**config.mk**
```make
export PLATFORM = sky130hd
export DESIGN_NAME = display_scan_controller
export DESIGN_NICKNAME = d
export VERILOG_FILES = /design/src/rtl/display_scan_controller_pkg.sv /design/src/rtl/display_scan_controller_scan_divisor.sv /design/src/rtl/display_scan_controller.sv
export SDC_FILE = /design/constraint.sdc
export NUM_CORES = 1
export LEC_CHECK = 0
export BUFFER_PORTS_ARGS = -buffer_cell sky130_fd_sc_hd__clkbuf_2
export CORE_MARGIN = 3
export CORE_UTILIZATION = 60
export CTS_CLUSTER_SIZE = 12
export DETAILED_ROUTE_END_ITERATION = 12
export PLACE_DENSITY = 0.8
export SYNTH_ARGS = -nofsm -noshare
export SYNTH_HDL_FRONTEND = slang
export SYNTH_SLANG_ARGS = --single-unit
```
**constraint.sdc**
```tcl
create_clock -name i_Clk -period 5.2 [get_ports i_Clk]
set_clock_uncertainty 0.1 [all_clocks]
set_input_delay 0.26 -clock i_Clk [delete_from_list [all_inputs] [get_ports i_Clk]]
set_output_delay 0.26 -clock i_Clk [all_outputs]
set_load 0.005 [all_outputs]
```
**src/rtl/display_scan_controller_pkg.sv**
```systemverilog
// Shared types and helpers for the multiplexed 7-segment scan controller.
package display_scan_controller_pkg;

  typedef enum logic {
    ENCENDIDO = 1'b0,
    BLANCO    = 1'b1
  } estado_t;

  localparam int unsigned ANCHO_NIBBLE = 4;
  localparam int unsigned MAX_DIGITOS  = 8;
  localparam int unsigned ANCHO_MAX    = ANCHO_NIBBLE * MAX_DIGITOS;

  // Nibble k of a packed value; k=0 is the rightmost digit.
  function automatic logic [ANCHO_NIBBLE-1:0] extraer_digito(
    input logic [ANCHO_MAX-1:0] valor,
    input logic [2:0]           k
  );
    return valor[{k, 2'b00} +: ANCHO_NIBBLE];
  endfunction

endpackage

```
**src/rtl/display_scan_controller_scan_divisor.sv**
```systemverilog
// Dwell/blank cycle counter: counts 0..i_Limite, then wraps with a terminal flag.
module display_scan_controller_scan_divisor #(
  parameter int unsigned ANCHO = 16
) (
  input  logic             i_Clk,
  input  logic             i_Reset,
  input  logic             i_Habilitar,
  input  logic [ANCHO-1:0] i_Limite,
  output logic             o_Terminal_c
);

  logic [ANCHO-1:0] cuenta;

  assign o_Terminal_c = (cuenta == i_Limite);

  always_ff @(posedge i_Clk) begin
    if (i_Reset) begin
      cuenta <= '0;
    end else if (i_Habilitar) begin
      cuenta <= o_Terminal_c ? '0 : cuenta + ANCHO'(1);
    end
  end

endmodule

```
**src/rtl/display_scan_controller.sv**
```systemverilog
// N-digit common-anode scan controller with blanking gaps, frame-aligned
// double-buffered value loads and leading-zero suppression.
module display_scan_controller
  import display_scan_controller_pkg::*;
#(
  parameter int unsigned N_DIGITOS     = 4,
  parameter int unsigned CICLOS_DIGITO = 50000,
  parameter int unsigned CICLOS_BLANCO = 16,
  parameter logic        ANODO_ACTIVO  = 1'b0
) (
  input  logic                              i_Clk,
  input  logic                              i_Reset,
  input  logic [ANCHO_NIBBLE*N_DIGITOS-1:0] i_Valor,
  input  logic                              i_Carga,
  input  logic                              i_Habilitar,
  input  logic                              i_Suprimir_Ceros,
  output logic [ANCHO_NIBBLE-1:0]           o_Digito,
  output logic [N_DIGITOS-1:0]              o_Anodos,
  output logic [2:0]                        o_Indice,
  output logic                              o_Fin_Trama,
  output logic                              o_Pendiente
);

  localparam int unsigned ANCHO_VALOR = ANCHO_NIBBLE * N_DIGITOS;
  localparam int unsigned CICLOS_MAX  = (CICLOS_DIGITO > CICLOS_BLANCO) ? CICLOS_DIGITO : CICLOS_BLANCO;
  localparam int unsigned ANCHO_CNT   = $clog2(CICLOS_MAX);
  localparam logic [2:0]  ULTIMO      = 3'(N_DIGITOS - 1);

  estado_t                estado, estado_sig;
  logic [2:0]             indice, indice_sig;
  logic                   primero;
  logic                   envuelve_c;
  logic                   terminal_c;
  logic [ANCHO_CNT-1:0]   limite_c;
  logic [ANCHO_VALOR-1:0] activo, pendiente_buf;
  logic [N_DIGITOS-1:0]   suprimido_c;
  logic [N_DIGITOS-1:0]   anodos_sig;

  assign limite_c = (estado == ENCENDIDO) ? ANCHO_CNT'(CICLOS_DIGITO - 1)
                                          : ANCHO_CNT'(CICLOS_BLANCO - 1);

  display_scan_controller_scan_divisor #(
    .ANCHO (ANCHO_CNT)
  ) u_divisor (
    .i_Clk        (i_Clk),
    .i_Reset      (i_Reset),
    .i_Habilitar  (i_Habilitar),
    .i_Limite     (limite_c),
    .o_Terminal_c (terminal_c)
  );

  // The blank that follows reset leads into digit 0 without advancing the index.
  always_comb begin
    estado_sig = estado;
    indice_sig = indice;
    envuelve_c = 1'b0;
    if (i_Habilitar && terminal_c) begin
      case (estado)
        ENCENDIDO: estado_sig = BLANCO;
        BLANCO: begin
          estado_sig = ENCENDIDO;
          if (!primero) begin
            if (indice == ULTIMO) begin
              indice_sig = '0;
              envuelve_c = 1'b1;
            end else begin
              indice_sig = indice + 3'd1;
            end
          end
        end
        default: estado_sig = BLANCO;
      endcase
    end
  end

  // A digit above 0 is blank when it and every digit to its left are zero.
  always_comb begin
    suprimido_c = '0;
    for (int k = 1; k < N_DIGITOS; k++) begin
      suprimido_c[k] = i_Suprimir_Ceros && ((activo >> (ANCHO_NIBBLE * k)) == '0);
    end
  end

  always_comb begin
    anodos_sig = {N_DIGITOS{~ANODO_ACTIVO}};
    for (int k = 0; k < N_DIGITOS; k++) begin
      if (i_Habilitar && estado == ENCENDIDO && indice == 3'(k) && !suprimido_c[k]) begin
        anodos_sig[k] = ANODO_ACTIVO;
      end
    end
  end

  always_ff @(posedge i_Clk) begin
    if (i_Reset) begin
      estado        <= BLANCO;
      indice        <= '0;
      primero       <= 1'b1;
      activo        <= '0;
      pendiente_buf <= '0;
      o_Pendiente   <= 1'b0;
      o_Fin_Trama   <= 1'b0;
      o_Anodos      <= {N_DIGITOS{~ANODO_ACTIVO}};
      o_Digito      <= '0;
    end else begin
      estado      <= estado_sig;
      indice      <= indice_sig;
      o_Anodos    <= anodos_sig;
      o_Fin_Trama <= envuelve_c;
      if (estado == BLANCO && estado_sig == ENCENDIDO) begin
        primero <= 1'b0;
      end
      if (estado == ENCENDIDO) begin
        o_Digito <= extraer_digito(ANCHO_MAX'(activo), indice);
      end
      // Old pending value moves to active even if a new load lands on the wrap.
      if (envuelve_c && o_Pendiente) begin
        activo <= pendiente_buf;
      end
      if (i_Carga) begin
        pendiente_buf <= i_Valor;
        o_Pendiente   <= 1'b1;
      end else if (envuelve_c) begin
        o_Pendiente <= 1'b0;
      end
    end
  end

  assign o_Indice = indice;

endmodule

```
==> results of run 1 <==
==> layout by cell type, fill, tap and decap left out, types with 2 or more instances in the layout <==
| cell | n |
|---|---|
| sky130_fd_sc_hd__a21oi_1 | 4 |
| sky130_fd_sc_hd__a22oi_1 | 4 |
| sky130_fd_sc_hd__and3_1 | 3 |
| sky130_fd_sc_hd__and4_1 | 2 |
| sky130_fd_sc_hd__clkbuf_2 | 33 |
| sky130_fd_sc_hd__clkbuf_8 | 13 |
| sky130_fd_sc_hd__dfxtp_1 | 63 |
| sky130_fd_sc_hd__ha_1 | 6 |
| sky130_fd_sc_hd__inv_1 | 4 |
| sky130_fd_sc_hd__mux2i_1 | 34 |
| sky130_fd_sc_hd__mux4_2 | 4 |
| sky130_fd_sc_hd__nand2_1 | 41 |
| sky130_fd_sc_hd__nand2b_1 | 2 |
| sky130_fd_sc_hd__nand3_1 | 9 |
| sky130_fd_sc_hd__nand4_1 | 9 |
| sky130_fd_sc_hd__nor2_1 | 38 |
| sky130_fd_sc_hd__nor2b_1 | 2 |
| sky130_fd_sc_hd__nor3_1 | 7 |
| sky130_fd_sc_hd__nor4_1 | 4 |
| sky130_fd_sc_hd__o21ai_0 | 2 |
| sky130_fd_sc_hd__o31ai_1 | 3 |
| sky130_fd_sc_hd__or2_2 | 2 |
| sky130_fd_sc_hd__or4_1 | 2 |
| sky130_fd_sc_hd__xnor2_1 | 4 |
| sky130_fd_sc_hd__xor2_1 | 10 |
==> flip-flops by register name, summed over array words and instances, names as in the netlist <==
register,cells
o_Anodos,4
o_Pendiente,1
estado,1
o_Fin_Trama,1
pendiente_buf,16
primero,1
u_divisor.cuenta,16
o_Digito,4
o_Indice,3
activo,16
==> worst max path at each step <==
| stage | cells past startpoint | slack, ps | endpoint | start |
|---|---|---|---|---|
| global placement | 4 | 2590 | u_divisor.cuenta[0]$_SDFFE_PP0P_ | estado$_SDFF_PP1_ |
| floorplan | 5 | 2950 | activo[10]$_SDFFE_PP0P_ | u_divisor.cuenta[15]$_SDFFE_PP0P_ |
| global route | 4 | 2310 | u_divisor.cuenta[10]$_SDFFE_PP0P_ | estado$_SDFF_PP1_ |
| detailed placement | 4 | 2530 | u_divisor.cuenta[8]$_SDFFE_PP0P_ | estado$_SDFF_PP1_ |
| finish | 4 | 2510 | u_divisor.cuenta[8]$_SDFFE_PP0P_ | estado$_SDFF_PP1_ |
| CTS | 4 | 2530 | u_divisor.cuenta[8]$_SDFFE_PP0P_ | estado$_SDFF_PP1_ |
==> worst max-delay path: stages (launching register included) <==
cell,delay [ps]
sky130_fd_sc_hd__dfxtp_1,530
sky130_fd_sc_hd__or4b_1,490
sky130_fd_sc_hd__mux2_4,330
sky130_fd_sc_hd__o31ai_2,950
sky130_fd_sc_hd__nor2_1,120
==> through the flow <==
step                power [W]  hold WS, ps  utilization
floorplan           0.0005362        282.6            -
global placement    0.0005477        346.4       0.6879
detailed placement  0.0005500        354.6       0.6879
CTS                 0.0009376        47.07       0.7316
global route        0.0009671        64.65       0.7316
finish              0.0009297        57.76       0.7316
==> area by class of cell <==
class                   count  area (µm²)
multi-input cells         201        1355
flip-flops and latches     63        1261
fillers                   308        1120
clock buffers              14       182.7
repair buffers             34       172.7
well taps                  50       62.56
inverters                   5       18.77
==> power groups by stage <==
| stage | clock, W | combinational [W] | sequential (W) |
|---|---|---|---|
| 3_5_place_dp | 0 | 0.0000406 | 0.000509 |
| 4_1_cts | 0.000398 | 0.0000412 | 0.000499 |
| 5_1_grt | 0.000421 | 0.0000465 | 0.000500 |
| 2_1_floorplan | 0 | 0.0000285 | 0.000508 |
| 3_3_place_gp | 0 | 0.0000386 | 0.000509 |
| 6_report | 0.000390 | 0.0000408 | 0.000499 |
==> routing by layer <==
metal / wire [µm] / vias to the layer above / share of wire / global-route usage
met3: 276 / 13 / 0.051 / 0.07438
met2: 2655 / 59 / 0.50 / 0.3625
li1: - / 1045 / - / -
met1: 2305 / 952 / 0.43 / 0.2718
met4: 123 / 0 / 0.023 / 0.1107
met5: 0 / - / 0 / 0
==> cells by family after synthesis <==
logic type | after synthesis | synth area share
simple gates | 126 | 0.2229
flops | 63 | 0.4671
mux | 39 | 0.1650
buf+inv | 20 | 0.03104
compound gates | 16 | 0.04078
xor+xnor | 14 | 0.04541
fa+ha+maj | 6 | 0.02780
==> parameters.txt, run 1 <==
Parameter                              Value

Status
  Result of the run ... finished, final reports clean

Yosys
  Cell with the most instances after synthesis ... sky130_fd_sc_hd__dfxtp_1
  Gate count after technology mapping ... 284
  Area of the mapped netlist ... 2700 µm²
  Leading post-synthesis cells by cell area ... sky130_fd_sc_hd__dfxtp_1 (47%), sky130_fd_sc_hd__mux2i_1 (13%), sky130_fd_sc_hd__nand2_1 (5.7%)
  Ys Warns ... 0
  Fraction of registers with async set or reset after synthesis ... 0
  Post-synthesis cell type with the largest combined area ... sky130_fd_sc_hd__dfxtp_1
  Sequential fraction of the synthesis area ... 0.4671
  Post-synth net total ... 311
  Top flip-flop cell by instance count after synthesis ... sky130_fd_sc_hd__dfxtp_1
  Proportion of netlist area held by the largest area contributor ... 0.4671
  Number of synthesized flops with an enable pin ... 0
  Netlist cell types ... 36
  Syn Area/Cell ... 9.507 µm²
  Top cell types by occurrence after synthesis ... sky130_fd_sc_hd__dfxtp_1 (63), sky130_fd_sc_hd__nand2_1 (41), sky130_fd_sc_hd__nor2_1 (38)
  Number of flip-flops and latches in the synthesized netlist ... 63

Pwr
  Cell-internal power ... 0.0007299 W
  Power share of the sequential group ... 0.537
  Clock power frac ... 0.420
  Combinational group share of total power ... 0.044
  Peak supply drop ... 0.1902 mV
  Leakage power of the design ... 1.207 nW
  Power density normalized to cell area ... 304.5 nW/µm²
  Sw Pwr ... 0.0001998 W
  Sw frac ... 0.2149

Floorplanning
  Initial standard-cell utilization of the core ... 0.6471
  Floorplan die width ... 73.09 µm
  Die outline area ... 5341 µm²
  Row count ... 23
  IO Pins ... 34
  Die Span Y ... 73.09 µm
  Area of the core ... 4173 µm²

Global route
  Vias in the first global route ... 1,961
  Number of antenna violations at the first check in global routing ... 0
  Tot GR Track Use ... 0.2265
  Remaining global-route overflow ... 0
  Pin count of the biggest net entering global routing ... 36
  Wire length of the first global-routing pass ... 9.073 mm

Timing
  Crit share post-route ... 0.5167
  Final critical delay including setup and external delays ... 2687 ps
  Max_slew headroom ... 0.2479
  Unrepaired setup endpoints after global routing ... false
  Worst Max-Slew Pin Slew ... 1121 ps
  Count of final max-slew check failures ... 0
  F_max ... 372.2 MHz
  Setup TNS Final ... 0 ps
  Crit path setup slack, layout ... 2513 ps
  Total of endpoints with negative setup slack in the final report ... 0
  Endpoints failing hold ... 0

Placed design
  HPWL reported at the end of detailed placement ... 3.718 mm
  Number of cells in the design after placement ... 353
  IO Port Bufs ... 33
  Global placement routability congestion ... 0.8185
  Post-place setup slack ... 2534 ps
  Placed standard-cell area ... 2870 µm²

Clock network
  H-tree depth ... 3
  Clock tree sinks ... 63
  Buffer levels on the longest clock path ... 2
  TritonCTS clock tree ... yes
  Inserted Clock Buffers ... 9
  CTS root buf ... sky130_fd_sc_hd__clkbuf_8
  Clock Pin Slew Worst Setup and Hold Paths ... 70 ps
  # hold bufs at CTS ... 0
  Clock latency at the later pin of the worst-skew pair ... 340 ps
  Setup Fix Bufs, Post-CTS ... 0
  Post-cts sizing count ... 0

Detailed routing
  Number of DRC violations after detailed-routing iteration 0 ... 162
  Mean routed wirelength per cell ... 14.60 µm
  Average via count per standard cell ... 5.638
  Post-detailed-routing wire length ... 5.360 mm
  Detailed Routing Iterations Pass 1 ... 4
  Final ANT Viol Nets ... 0
  Routed via count ... 2,069
  Detailed-route DRC error count ... 0

Min path
  End point of the worst hold path ... pendiente_buf[13]$_SDFFE_PP0P_
  Hold path start ... i_Valor[13]
  Number of cells on the worst hold path ... 3
  Hold Crit Class ... in -> reg

Worst setup path
  Register-to-Register Path Depth ... 4
  Register-to-register path setup slack ... 2510 ps
  Arrival time worst endpoint ... 2770 ps
  Kind of critical path ... reg -> reg
  Startpoint type of the worst setup path ... flop
  Worst flop-to-flop path endpoint ... u_divisor.cuenta[8]$_SDFFE_PP0P_
  Highest net fanout along the worst path ... 16
  Worst reg2reg path startpoint ... estado$_SDFF_PP1_
  Data required time of the critical path ... 5290 ps
  Critical path endpoint category ... flop

Run
  Number of maximum-capacitance violations ... 0

Layout
  Inserted Diodes ... 0
  Area of all placed cells without fillers ... 3053 µm²
  Fraction of final layout cells sized beyond drive strength 1 ... 0.1767
  Final Non-Filler Cells ... 367
  Area grow syn2layout ... 13.07%
  Final #Nets ... 341
(Power assumes the default switching activity.)
==> run 2: changes to the inputs <==
- CORE_UTILIZATION: 60 -> 57
- PLACE_DENSITY: 0.8 -> 0.77
- clock period: 5.2 -> 2.7 ns (I/O delays scaled with it)
==> run 2 against run 1 <==
Die area is 4.8% higher. Global-route usage is 1.1 points lower. Clock power is 94% higher. Utilization is 0.37 points lower. Fmax is 23% higher. Total power is 95% higher. Critical path depth is 1 higher. Design area is 6.7% higher. Sequential power is 92% higher. Via count is 3.5% higher. Critical endpoint is now activo[7]$_SDFFE_PP0P_. Largest cell class unchanged. Largest power group unchanged. Highest routed layer unchanged.
==> parameters.txt, run 2 (same netlist as run 1, synthesis figures left out) <==
Parameter                              Value

Detailed routing
  Post-detailed-routing wire length ... 5.492 mm
  Post-route met1 wirelength ... 2.438 mm
  Final ANT Viol Nets ... 0
  Routed via count ... 2,142
  Detailed Routing Iterations Pass 1 ... 4
  Met3 wirelength from detailed routing ... 237 µm
  Mean routed wirelength per cell ... 14.01 µm
  Uppermost metal layer occupied by signal nets ... met4
  Average via count per standard cell ... 5.464
  Detailed route wirelength on metal2 ... 2.735 mm
  Number of DRC violations after detailed-routing iteration 0 ... 136
  Detailed-route DRC error count ... 0

Pwr
  Power density normalized to cell area ... 557.6 nW/µm²
  Clock power frac ... 0.416
  Sw frac ... 0.2381
  Sw Pwr ... 0.0004323 W
  Peak supply drop ... 0.4121 mV
  Power share of the sequential group ... 0.529
  Combinational group share of total power ... 0.055
  Cell-internal power ... 0.001384 W
  Leakage power of the design ... 1.292 nW

Floorplanning
  Row count ... 24
  Floorplan die width ... 74.83 µm
  Initial standard-cell utilization of the core ... 0.6035
  Area of the core ... 4474 µm²
  IO Pins ... 34
  Die outline area ... 5599 µm²
  Die Span Y ... 74.83 µm

Worst setup path
  Top delay family on crit path ... simple AND/OR/NAND/NOR gates
  Data required time of the critical path ... 2870 ps
  Total buffers and inverters traversed by the critical path ... 1
  Cell type of the slowest stage on the worst timing path ... sky130_fd_sc_hd__or4b_1
  Cell-by-cell listing of the critical path ... or4b_1, mux2_4, nor4_4, buf_4, mux2i_1
  Arrival time worst endpoint ... 2360 ps
  Highest net fanout along the worst path ... 16
  Critical path endpoint category ... flop
  Maximum single-stage delay on the critical path ... 500 ps
  Startpoint type of the worst setup path ... flop
  Kind of critical path ... reg -> reg

Timing
  Crit share post-route ... 0.8099
  Total of endpoints with negative setup slack in the final report ... 0
  Min Hold Slack ... 100.1 ps
  F_max ... 457.3 MHz
  Final critical delay including setup and external delays ... 2187 ps
  Setup TNS Final ... 0 ps
  Max_slew headroom ... 0.5184
  Worst Max-Slew Pin Slew ... 712.4 ps
  Unrepaired setup endpoints after global routing ... false
  Endpoints failing hold ... 0
  Count of final max-slew check failures ... 0

Global route
  Tot GR Track Use ... 0.2160
  Remaining global-route overflow ... 0
  Wire length of the first global-routing pass ... 9.135 mm
  Number of antenna violations at the first check in global routing ... 0
  Vias in the first global route ... 2,052
  Pin count of the biggest net entering global routing ... 36

Status
  Result of the run ... finished, final reports clean

Layout
  Commonest non-fill, non-tap cells in the layout ... sky130_fd_sc_hd__dfxtp_1 (63), sky130_fd_sc_hd__nand2_1 (41), sky130_fd_sc_hd__nor2_1 (38), sky130_fd_sc_hd__mux2i_1 (34), sky130_fd_sc_hd__clkbuf_2 (33)
  Final #Nets ... 362
  Leading cell type in the layout, fill and taps excluded ... sky130_fd_sc_hd__dfxtp_1
  Number of filler instances in the final layout ... 340
  Largest regs ... activo x16, pendiente_buf x16, u_divisor.cuenta x16
  Inserted Diodes ... 0
  Total area of sequential cells ... 1261 µm²
  Area grow syn2layout ... 20.62%
  Fraction of final layout cells sized beyond drive strength 1 ... 0.1824
  Area of the multi-input gates ... 1355 µm²

Placed design
  HPWL reported at the end of detailed placement ... 3.688 mm
  Global placement routability congestion ... 0.8023
  IO Port Bufs ... 33

Clock network
  Setup Fix Bufs, Post-CTS ... 0
  Post-cts sizing count ... 0
  Buffer levels on the longest clock path ... 2
  H-tree depth ... 3
  Clock tree sinks ... 63
  Clock Pin Slew Worst Setup and Hold Paths ... 70 ps
  # hold bufs at CTS ... 17
  Clock latency at the later pin of the worst-skew pair ... 340 ps
  Inserted Clock Buffers ... 9
  TritonCTS clock tree ... yes
  CTS root buf ... sky130_fd_sc_hd__clkbuf_8

Run
  Number of maximum-capacitance violations ... 0

Min path
  Hold Crit Class ... in -> reg
run 2: cell count changes in the layout (fill, tap and decap cells not counted), sizes merged:
cell and delta:
clkinvlp +2, dlygate4sd3 +17, clkbuf -2, buf +4, inv +1, clkinv +1
run 2: layout make-up:
class                   count  share of cell area
repair buffers             55              0.1145
clock buffers              12             0.04764
clock inverters             4            0.008836
flip-flops and latches     63              0.3872
inverters                   5            0.005763
multi-input cells         201              0.4161
well taps                  52             0.01998
run 2: worst register-to-register path: stages, from the launching register on:
cell and delay [ps]:
sky130_fd_sc_hd__dfxtp_1 360, sky130_fd_sc_hd__or4b_1 500, sky130_fd_sc_hd__mux2_4 330, sky130_fd_sc_hd__nor4_4 280, sky130_fd_sc_hd__buf_4 320, sky130_fd_sc_hd__mux2i_1 230
run 2: power by group through the flow:
stage	Sequential (W)	Combinational, W	Clock (W)
after floorplan	0.000978	0.0000550	0
after global placement	0.000980	0.0000788	0
after detailed placement	0.000981	0.0000802	0
after CTS	0.000960	0.0000996	0.000773
after global routing	0.000961	0.000112	0.000813
final	0.000960	0.000101	0.000755
run 2: routing by layer:
metal | track usage | vias to the layer above
met4 | 0.07708 | 0
met5 | 0 | -
met1 | 0.2671 | 1009
met3 | 0.08144 | 13
met2 | 0.3453 | 34
li1 | - | 1086
run 2: path summary, 6_finish.rpt:
kind         slack, ps  depth (start not counted)                              from                               end
max                510                          5  u_divisor.cuenta[8]$_SDFFE_PP0P_            activo[7]$_SDFFE_PP0P_
min                100                          3                       i_Habilitar  u_divisor.cuenta[0]$_SDFFE_PP0P_
max reg2reg        510                          5  u_divisor.cuenta[8]$_SDFFE_PP0P_            activo[7]$_SDFFE_PP0P_
min reg2reg        360                          2     pendiente_buf[9]$_SDFFE_PP0P_            activo[9]$_SDFFE_PP0P_
run 2: per-stage QoR:
step / utilization / cell area (µm²) / instances / worst slack, ps / power (W)
after floorplan: - / 2700 / 284 / 448.2 / 0.001033
after global placement: 0.6488 / 2903 / 359 / 570.6 / 0.001059
after detailed placement: 0.6488 / 2903 / 359 / 513.6 / 0.001061
after CTS: 0.7279 / 3257 / 392 / 498.9 / 0.001833
after global routing: 0.7279 / 3257 / 392 / 409.7 / 0.001887
final: 0.7279 / 3257 / 392 / 513.2 / 0.001816
